File: config.mk
export PLATFORM = sky130hd
export DESIGN_NAME = mem_arb
export DESIGN_NICKNAME = d
export VERILOG_FILES = /design/src/rtl/mem_arb.sv
export SDC_FILE = /design/constraint.sdc
export NUM_CORES = 1
export LEC_CHECK = 0
export BUFFER_PORTS_ARGS = -buffer_cell sky130_fd_sc_hd__buf_2
export CELL_PAD_IN_SITES_DETAIL_PLACEMENT = 1
export CELL_PAD_IN_SITES_GLOBAL_PLACEMENT = 2
export CORE_ASPECT_RATIO = 2
export CORE_MARGIN = 1.5
export CORE_UTILIZATION = 24
export CTS_CLUSTER_SIZE = 24
export DETAILED_ROUTE_END_ITERATION = 7
export MAX_ROUTING_LAYER = met4
export PLACE_DENSITY_LB_ADDON = 0.1
export SKIP_CTS_REPAIR_TIMING = 1
export SLEW_MARGIN = 40
export SYNTH_ARGS = -nofsm -noshare
export SYNTH_HDL_FRONTEND = slang
export SYNTH_SLANG_ARGS = --single-unit
export TNS_END_PERCENT = 100
File: constraint.sdc
create_clock -name clk -period 7.6 [get_ports clk]
set_input_delay 1.14 -clock clk [delete_from_list [all_inputs] [get_ports clk]]
set_output_delay 1.14 -clock clk [all_outputs]
set_load 0.02 [all_outputs]
File: src/rtl/mem_arb.sv
// Single-port memory arbiter for the 5-stage pipeline: shares one external bus
// between instruction fetch and load/store, with a watchdog and stall vector.
module mem_arb #(
    parameter int TIMEOUT = 16
) (
    input  logic        clk,
    input  logic        rst,
    input  logic        if_req,
    input  logic [31:0] if_addr,
    output logic [31:0] if_rdata,
    output logic        if_ack,
    input  logic        mem_req,
    input  logic        mem_we,
    input  logic [31:0] mem_addr,
    input  logic [31:0] mem_wdata,
    input  logic [3:0]  mem_sel,
    output logic [31:0] mem_rdata,
    output logic        mem_ack,
    output logic        bus_err,
    output logic        bus_cs,
    output logic        bus_we,
    output logic [31:0] bus_addr,
    output logic [31:0] bus_wdata,
    output logic [3:0]  bus_sel,
    input  logic [31:0] bus_rdata,
    input  logic        bus_ack,
    output logic [5:0]  stall
);

    typedef enum logic [1:0] {
        IDLE     = 2'd0,
        IF_BUSY  = 2'd1,
        MEM_BUSY = 2'd2
    } state_t;

    state_t     state;
    logic       last_mem;
    logic [7:0] wd_count;
    logic       busy;
    logic       timeout;
    logic       done;

    assign busy    = (state != IDLE);
    // A real bus_ack in the final watchdog cycle takes priority over the timeout.
    assign timeout = busy && !bus_ack && (wd_count == 8'(TIMEOUT - 1));
    assign done    = busy && (bus_ack || timeout);

    always_ff @(posedge clk or posedge rst) begin
        if (rst) begin
            state     <= IDLE;
            last_mem  <= 1'b0;
            wd_count  <= 8'd0;
            bus_we    <= 1'b0;
            bus_addr  <= 32'd0;
            bus_wdata <= 32'd0;
            bus_sel   <= 4'd0;
        end else begin
            case (state)
                IDLE: begin
                    wd_count <= 8'd0;
                    // After a MEM completion a waiting fetch wins, so IF cannot starve.
                    if (mem_req && (!last_mem || !if_req)) begin
                        state     <= MEM_BUSY;
                        bus_we    <= mem_we;
                        bus_addr  <= mem_addr;
                        bus_wdata <= mem_wdata;
                        bus_sel   <= mem_sel;
                    end else if (if_req) begin
                        state     <= IF_BUSY;
                        bus_we    <= 1'b0;
                        bus_addr  <= if_addr;
                        bus_wdata <= 32'd0;
                        bus_sel   <= 4'hF;
                    end
                end
                IF_BUSY, MEM_BUSY: begin
                    if (done) begin
                        state    <= IDLE;
                        last_mem <= (state == MEM_BUSY);
                    end else begin
                        wd_count <= wd_count + 8'd1;
                    end
                end
                default: state <= IDLE;
            endcase
        end
    end

    assign bus_cs    = busy;
    assign if_ack    = (state == IF_BUSY) && done;
    assign mem_ack   = (state == MEM_BUSY) && done;
    assign bus_err   = timeout;
    assign if_rdata  = (if_ack && !timeout) ? bus_rdata : 32'd0;
    assign mem_rdata = (mem_ack && !timeout) ? bus_rdata : 32'd0;

    // MEM stall freezes everything up to mem_wb; it dominates a pending fetch.
    always_comb begin
        stall = 6'b000000;
        if (rst)
            stall = 6'b000000;
        else if (mem_req && !mem_ack)
            stall = 6'b011111;
        else if (if_req && !if_ack)
            stall = 6'b000011;
    end

endmodule

==> flow_summary_export.csv, run 1 <==
group,metric,value,unit
sta,fmaxAchievable,0.260,GHz
floorplan,boundaryPins,281,
grt,antenna_found_initial,2,
grt,grt_remaining_overflow,0,
floorplan,num_rows,66,
critical_path,critical_path.endpoint_type,"output port",
route,wire_per_inst,16.7,µm
clocking,cts-htree-levels,3,
sta,setup_viol,0,
critical_path,r2r_slack,5.34,ns
place,io_buffers,279,
floorplan,initial_utilization,24.6,%
critical_path,r2r-end,"wd_count[6]",
clocking,clk-insertion-delay-late,0.33,ns
place,place_congestion,0.762,
clocking,cts_tree,"done",
clocking,numCtsBuffers,9,
grt,grt_use_total,16.4,%
critical_path,worstPathArrival,2.70,ns
synth,synth_edf_count,0,
synth,synth.ff_latch_count,80,
critical_path,worstRegToRegCells,7,
route,drtIter0Drc,75,
cells_and_area,drive_gt1_share,48.7,%
critical_path,r2r-start,"state[0]",
pwr,finalPower,2170,µW
synth,synth_ff_type,"dfrtp_1",
critical_path,cp_max_fo,66,
pwr,leakagePower,0.00342,µW
sta,skew,0.0111,ns
critical_path,crit_end,"stall[0]",
clocking,clkTransAtPathRegs,0.07,ns
cells_and_area,final_util,35.8,%
floorplan,dieArea,17500,µm²
synth,syn_nets,522,
route,routed_via_density,4.71,
critical_path,path_class,"in2out",
pwr,cellPowerDensity,374,nW/µm²
floorplan,die_w,94.2,µm
critical_path,crit_required,6.46,ns
run,drv_cap,0,
floorplan,core_area,16300,µm²
sta,finalHoldViolCount,0,
synth,synth_area_per_cell,10.5,µm²
grt,grt_pass1_vias,4256,
sta,tightest_slew,0.663,ns
sta,drv_slew,0,
sta,rsz0062_at_grt,"false",
sta,fin_crit_sh,50.6,%
cells_and_area,finalNetCount,782,
route,via_count,4009,
route,drc,0,
synth,postSynthCellCount,380,
sta,slew_headroom,55.8,%
floorplan,die_y,185,µm
clocking,clock_sinks,80,
critical_path,cp-startpoint,"bus_ack",
grt,grt_first_pass_wirelength,21500,µm
cells_and_area,area_growth,45.6,%
grt,grt_start_max_net_pins,82,
sta,post-route-min-period,3.84,ns
route,detail_route.first_pass.iterations,4,
synth,yosysSeqAreaShare,50.1,%
min_path,min_path_type,"reg2reg",
synth,syn_area,3990,µm²
clocking,cts-root-buf,"clkbuf_16",
route,finalWirelength,14200,µm
synth,yosys_warnings,0,
clocking,clk_path_buf_depth,2,
synth,yosysUniqueCellTypes,48,
pwr,vdd_drop_max,0.000155,V
critical_path,start_kind,"primary input",
synth,synth_async_sr_flop_share,100,%
route,postRouteAntennaNets,0,
sta,fin_setup_tns,0,ns
outcome,outcome,"finished clean",
place,hpwl,11100,µm
## registers in the layout, summed over array words and instances, names as in the netlist
signal     flops
last_mem       1
bus_sel        4
wd_count       8
bus_we         1
state          2
bus_addr      32
bus_wdata     32
## cells by family (layout without fill, tap and decap cells)
logic type | count (synthesis) | count (layout) | share of synthesized area, %
and+or+nand+nor | 126 | 126 | 17.3
AOI/OAI and AO/OA | 93 | 93 | 16.8
DFF | 80 | 80 | 50.1
buffers and inverters | 42 | 307 | 5.98
muxes | 32 | 32 | 8.02
adders and majority gates | 4 | 4 | 1.25
xor gates and xnor gates | 2 | 2 | 0.439
other | 1 | 3 | 0.0939
## layout by cell type (no fill, tap or decap), drive strengths merged, types with 2 or more instances in the layout
| cell | count |
|---|---|
| a21o | 3 |
| clkinvlp | 2 |
| mux2i | 32 |
| nor3 | 3 |
| ha | 4 |
| nand2 | 39 |
| nor2b | 2 |
| and3 | 65 |
| nor2 | 7 |
| diode | 2 |
| o22a | 4 |
| clkinv | 2 |
| o22ai | 2 |
| o2bb2ai | 2 |
| dfrtp | 80 |
| a22o | 33 |
| buf | 283 |
| nand3 | 3 |
| o21ai | 38 |
| inv | 10 |
| a31oi | 2 |
| clkbuf | 10 |
## stage by stage
step | hold WS (ns) | instances | setup WS [ns] | cell area [µm²]
CTS | 0.485 | 849 | 3.75 | 5810
detailed placement | 0.469 | 833 | 3.75 | 5510
floorplan | 0.499 | 380 | 2.83 | 3990
global placement | 0.459 | 832 | 3.77 | 5480
global route | 0.503 | 851 | 3.56 | 5820
finish | 0.477 | 851 | 3.76 | 5820
## where the power goes
group	leakage [µW]	total [µW]	internal, µW	switching [µW]
combinational	0.00227	1030	352	681
sequential	0.00100	714	610	104
clock	0.000141	428	232	196
## critical path, cell delays in order
cell and delay, ns:
buf_2 0.11, nor2b_2 0.14, buf_4 0.29, a31oi_2 0.43
o21ai_0 0.17, o22ai_1 0.21, buf_2 0.20
## routing by layer
layer	GRT usage, %	routed length [µm]
met4	6.51	294
met2	30.8	7880
met3	3.16	1080
met1	16.0	4910
met5	-	0
## cells in the mapped netlist (2+ instances only)
cell type   n  area (µm²)
clkbuf_1   18        67.6
nor2b_1     2        12.5
nand3_1     3        15.0
nor2_1      7        26.3
o2bb2ai_1   2        17.5
o22ai_1     2        12.5
dfrtp_1    80        2000
nand2_1    38         143
a22o_1     33         289
buf_2       5        25.0
buf_6       8        90.1
buf_4       4        30.0
a21o_2      2        17.5
o22a_1      4        35.0
and3_1     64         400
mux2i_1    32         320
nor3_1      2        10.0
inv_1       6        22.5
o21ai_0    36         180
ha_1        4        50.1
## worst min path at each step
| stage | slack, ns | endpoint | cells past startpoint | from |
|---|---|---|---|---|
| final | 0.48 | bus_addr[21] | 2 | bus_addr[21] |
| after global routing | 0.50 | bus_addr[18] | 2 | bus_addr[18] |
| after CTS | 0.49 | bus_addr[21] | 2 | bus_addr[21] |
| after detailed placement | 0.47 | bus_addr[21] | 2 | bus_addr[21] |
| after global placement | 0.46 | bus_addr[13] | 2 | bus_addr[13] |
| after floorplan | 0.50 | wd_count[7] | 1 | wd_count[7] |
## area by class of cell
cell class / count / area (µm²)
Antenna cell: 2 / 5.00
Clock inverter: 7 / 73.8
Multi-Input combinational cell: 258 / 1780
Clock buffer: 9 / 225
Sequential cell: 80 / 2000
Timing Repair Buffer: 284 / 1450
Tap cell: 204 / 255
Inverter: 7 / 27.5
Fill cell: 1959 / 10500
Note: power is estimated with default switching activity, not from simulation.
==> run 2, diff against run 1 <==
- ABC_AREA: unset -> 1
- CORE_UTILIZATION: 24 -> 21
- clock period: 7.6 -> 3.6 ns (I/O delays scaled with it)
==> flow_summary_export.csv, run 2 <==
group,metric,value,unit
outcome,outcome,"finished clean",
route,via_count,4306,
min_path,min_path_type,"in2async",
sta,drv_slew,0,
synth,synth_ff_type,"dfrtp_1",
floorplan,core_area,18300,µm²
sta,rsz0062_at_grt,"false",
cells_and_area,multiInputGateArea,1560,µm²
cells_and_area,area_growth,48.6,%
critical_path,cp_slowest_cell,"dfrtp_1",
sta,skew,0.00738,ns
critical_path,crit_path_max_incr_delay,0.41,ns
sta,post-route-min-period,2.60,ns
floorplan,dieArea,19500,µm²
synth,synth_top_area_share,51.1,%
cells_and_area,seqCellArea,2000,µm²
synth,synth.ff_latch_count,80,
clocking,clk-insertion-delay-late,0.35,ns
floorplan,die_w,99.6,µm
critical_path,worstPathArrival,2.06,ns
critical_path,r2r_slack,1.29,ns
floorplan,boundaryPins,281,
pwr,vdd_drop_max,0.000321,V
place,io_buffers,279,
sta,fmaxAchievable,0.384,GHz
route,postRouteAntennaNets,0,
critical_path,crit_required,3.06,ns
cells_and_area,drive_gt1_share,42.0,%
cells_and_area,mostFrequentLayoutCell,"buf_2",
place,hpwl,12600,µm
synth,syn_area,3920,µm²
synth,syn_nets,615,
synth,synth_common_cells,"nor2_1 (108), dfrtp_1 (80), nand2_1 (59), inv_1 (49), o21ai_0 (45)",
clocking,clkTransAtPathRegs,0.07,ns
clocking,clk_path_buf_depth,2,
clocking,clock_sinks,80,
pwr,cellPowerDensity,812,nW/µm²
clocking,numCtsBuffers,9,
grt,grt_first_pass_wirelength,24300,µm
synth,synthTopCellsByArea,"dfrtp_1 (51%), nor2_1 (10%), a22o_1 (7.4%)",
cells_and_area,finalNetCount,882,
cells_and_area,final_cell_mix,"buf_2 (279), nor2_1 (108), dfrtp_1 (80)",
grt,grt_start_max_net_pins,81,
synth,synth_area_per_cell,8.28,µm²
route,routed_via_density,4.47,
critical_path,cp_max_fo,4,
synth,yosysUniqueCellTypes,28,
critical_path,cp_top_family,"simple AND/OR/NAND/NOR gates",
run,drv_cap,0,
floorplan,die_y,196,µm
synth,yosys.area.top_type,"dfrtp_1",
sta,fin_ws,0.996,ns
grt,antenna_found_initial,2,
critical_path,critical_path.endpoint_type,"output port",
synth,yosys_warnings,0,
cells_and_area,reg_top3,"bus_addr: 32 flops, bus_wdata: 32 flops, wd_count: 8 flops",
place,dpl_worst_slack,1.27,ns
synth,postSynthCellCount,473,
route,wire_per_inst,16.6,µm
grt,grt_pass1_vias,4712,
sta,finalHoldViolCount,0,
route,drc,0,
critical_path,critPathMostFrequentCell,"nand2_1",
route,drtIter0Drc,132,
floorplan,initial_utilization,21.4,%
critical_path,crit_buf_inv,1,
clocking,cts-root-buf,"clkbuf_16",
place,place_congestion,0.747,
sta,tightest_slew,0.687,ns
clocking,cts-htree-levels,3,
grt,grt_remaining_overflow,0,
route,finalWirelength,16000,µm
synth,synth_edf_count,0,
pwr,leakagePower,0.00337,µW
sta,fin_setup_tns,0,ns
clocking,cts_tree,"done",
grt,grt_use_total,16.7,%
critical_path,path_class,"reg2out",
cells_and_area,n_fill_cell,2291,
critical_path,start_kind,"flop",
floorplan,num_rows,70,
sta,fin_crit_sh,72.3,%
synth,yosysSeqAreaShare,51.1,%
critical_path,crit_chain,"ha_1 -> nand2_1 -> nor2_1 -> nand3_2 -> nand2_1 -> nand3_1 -> nand3_1 -> nand2_1 -> buf_2",
sta,setup_viol,0,
synth,synth_async_sr_flop_share,100,%
route,detail_route.first_pass.iterations,6,
synth,yosysMostFrequentCell,"nor2_1",
sta,slew_headroom,54.2,%
## run 2: path summary, 6_finish.rpt
kind / endpoint / cells past startpoint / from
worst max-delay path: stall[1] / 9 / wd_count[1]
worst min-delay path: bus_sel[1] / 3 / rst
worst min register to register: bus_addr[5] / 2 / bus_addr[5]
max in group asynchronous: bus_wdata[20] / 3 / rst
worst max register to register: bus_wdata[9] / 8 / state[0]
min in group clk: bus_wdata[6] / 2 / mem_wdata[6]
## run 2: logic make-up after synthesis
group / after synthesis / share of synthesized area, %
DFF: 80 / 51.1
other: 1 / 0.0957
adders and majority gates: 4 / 1.28
AOI/OAI and AO/OA: 104 / 16.8
buffers and inverters: 82 / 9.13
xor gates and xnor gates: 3 / 0.671
and+or+nand+nor: 199 / 20.9
## run 2: worst min-delay path: cells and delay by family
kind                   cells  cell delay, ns
buffers and inverters      3            0.69
## run 2: metal layers
metal  vias to the layer above  share of wire [%]  GRT usage [%]
met4                         0                3.7           9.02
met5                         -                  0              -
li1                       2054                  -              -
met1                      2032                 35           15.8
met2                       191                 56           31.5
met3                        29                5.4           2.64
## run 2: area by class of cell
class / instances / area share, %
tap: 216 / 4.64
antenna: 2 / 0.0860
sequential: 80 / 34.4
inverter: 51 / 3.31
multi-input combinational: 311 / 26.8
clock inverter: 7 / 1.81
clock buffer: 9 / 3.87
timing repair buffer: 287 / 25.1
## run 2: power breakdown
part,internal (µW),switching [µW],total (µW)
Sequential,1300,240,1540
Clock,616,398,1010
Combinational,714,1450,2170
## run 2: per-stage QoR
step / total power, µW / util (%) / instance area [µm²] / hold slack [ns] / instances
floorplan: 2910 / - / 3920 / 0.459 / 473
global placement: 3720 / 29.9 / 5480 / 0.462 / 945
detailed placement: 3770 / 30.0 / 5480 / 0.470 / 945
CTS: 4820 / 31.8 / 5810 / 0.384 / 961
global route: 5050 / 31.8 / 5820 / 0.397 / 963
finish: 4720 / 31.8 / 5820 / 0.400 / 963
==> run 3, diff against run 2 <==
- clock period: 3.6 -> 2.4 ns (I/O delays scaled with it)
==> flow_summary_export.csv, run 3 (same netlist as run 2, synthesis figures left out) <==
group,metric,value,unit
route,postRouteAntennaNets,0,
cells_and_area,seqCellArea,2000,µm²
critical_path,worstPathArrival,1.87,ns
cells_and_area,drive_gt1_share,42.6,%
route,drc,0,
floorplan,core_area,18300,µm²
floorplan,dieArea,19500,µm²
sta,slew_headroom,66.6,%
cells_and_area,finalNetCount,883,
sta,fin_setup_tns,0,ns
critical_path,crit_chain,"inv_1 -> ha_1 -> clkinv_4 -> nand3_1 -> buf_6 -> nor2_1 -> buf_2",
pwr,vdd_drop_max,0.000477,V
cells_and_area,reg_top3,"bus_addr: 32 flops, bus_wdata: 32 flops, wd_count: 8 flops",
cells_and_area,n_fill_cell,2277,
cells_and_area,mostFrequentLayoutCell,"buf_2",
floorplan,initial_utilization,21.4,%
critical_path,cp_slowest_cell,"dfrtp_1",
grt,grt_start_max_net_pins,66,
critical_path,r2r-start,"state[1]",
run,drv_cap,0,
floorplan,die_y,196,µm
sta,fmaxAchievable,0.448,GHz
pwr,leakagePower,0.00337,µW
critical_path,crit_path_max_incr_delay,0.40,ns
clocking,numCtsBuffers,9,
floorplan,boundaryPins,281,
floorplan,num_rows,70,
grt,antenna_found_initial,3,
grt,grt_first_pass_wirelength,24600,µm
critical_path,critical_path.endpoint_type,"output port",
critical_path,start_kind,"flop",
route,finalWirelength,16000,µm
clocking,clkTransAtPathRegs,0.06,ns
sta,fin_crit_sh,92.9,%
route,via_count,4296,
clocking,cts_tree,"done",
pwr,finalPower,6860,µW
min_path,min_path_type,"in2async",
place,io_buffers,279,
cells_and_area,final_cell_mix,"buf_2 (279), nor2_1 (107), dfrtp_1 (80)",
critical_path,r2r-end,"bus_wdata[10]",
critical_path,cp-startpoint,"state[1]",
clocking,cts-root-buf,"clkbuf_16",
outcome,outcome,"finished clean",
clocking,clk-insertion-delay-late,0.34,ns
sta,setup_viol,0,
critical_path,path_class,"reg2out",
cells_and_area,final-instance-count-excl-fill,965,
place,place_congestion,0.753,
critical_path,r2r_slack,0.57,ns
critical_path,crit_required,2.04,ns
grt,grt_pass1_vias,4560,
sta,finalHoldViolCount,0,
critical_path,cp_max_fo,32,
route,routed_via_density,4.45,
sta,skew,0.00970,ns
clocking,clock_sinks,80,
route,wire_per_inst,16.6,µm
sta,drv_slew,0,
cells_and_area,area_growth,49.0,%
floorplan,die_w,99.6,µm
clocking,clk_path_buf_depth,2,
pwr,cellPowerDensity,1170,nW/µm²
place,hpwl,12500,µm
critical_path,crit_end,"mem_rdata[27]",
route,drtIter0Drc,80,
cells_and_area,final_area,5840,µm²
grt,grt_use_total,16.9,%
clocking,cts-htree-levels,3,
critical_path,worstRegToRegCells,6,
sta,post-route-min-period,2.23,ns
place,placed_area,5520,µm²
place,dp.cells,946,
route,detail_route.first_pass.iterations,4,
sta,tightest_slew,0.499,ns
grt,grt_remaining_overflow,0,
cells_and_area,multiInputGateArea,1590,µm²
## run 3: changes by cell type in the layout (fill, tap and decap cells not counted), moves of 2 or more
cell       previous run  this run
buf_12                0         2
bufinv_16             2         0
clkinv_2              1         3
inv_2                 3         1
nand2_1              59        57
nand3_1              22        20
## run 3: layout make-up
type | count | share of cell area (%)
Sequential cell | 80 | 34.3
Clock buffer | 11 | 4.16
Multi-Input combinational cell | 311 | 27.2
Inverter | 51 | 3.47
Clock inverter | 5 | 0.557
Tap cell | 216 | 4.63
Antenna cell | 3 | 0.129
Timing Repair Buffer | 288 | 25.6
## run 3: worst min path at each step
stage	from	to	slack (ns)	cells after the start
after floorplan	last_mem	last_mem	0.46	2
after global placement	rst	last_mem	0.44	2
after detailed placement	rst	last_mem	0.45	2
after CTS	rst	bus_addr[13]	0.07	2
after global routing	rst	bus_addr[11]	0.1	2
final	rst	last_mem	0.07	2
## run 3: critical path, delay by kind of cell (launching register included)
family / cells / cell delay (ns)
adder cells (fa/ha/maj): 1 / 0.25
flip-flops: 1 / 0.40
buffers and inverters: 4 / 0.67
AND/OR/NAND/NOR: 2 / 0.19
## run 3: power breakdown
group          switching, µW  internal [µW]
logic                   2180           1100
registers                330           1950
clock network            567            728
total                   3080           3780
## run 3: per-layer routing
metal	vias to the layer above	share of wire (%)	global-route usage [%]
met4	0	2.4	7.41
met2	195	57	32.0
met5	-	0	-
met1	2020	35	16.2
li1	2061	-	-
met3	20	5.9	3.21
## run 3: through the flow
| stage | setup slack, ns | utilization [%] | hold WS [ns] |
|---|---|---|---|
| 2_1_floorplan | -0.0780 | - | 0.459 |
| 3_3_place_gp | 0.436 | 30.2 | 0.439 |
| 3_5_place_dp | 0.384 | 30.2 | 0.446 |
| 4_1_cts | 0.00340 | 31.7 | 0.0745 |
| 5_1_grt | -0.0126 | 31.9 | 0.0958 |
| 6_report | 0.169 | 31.9 | 0.0660 |
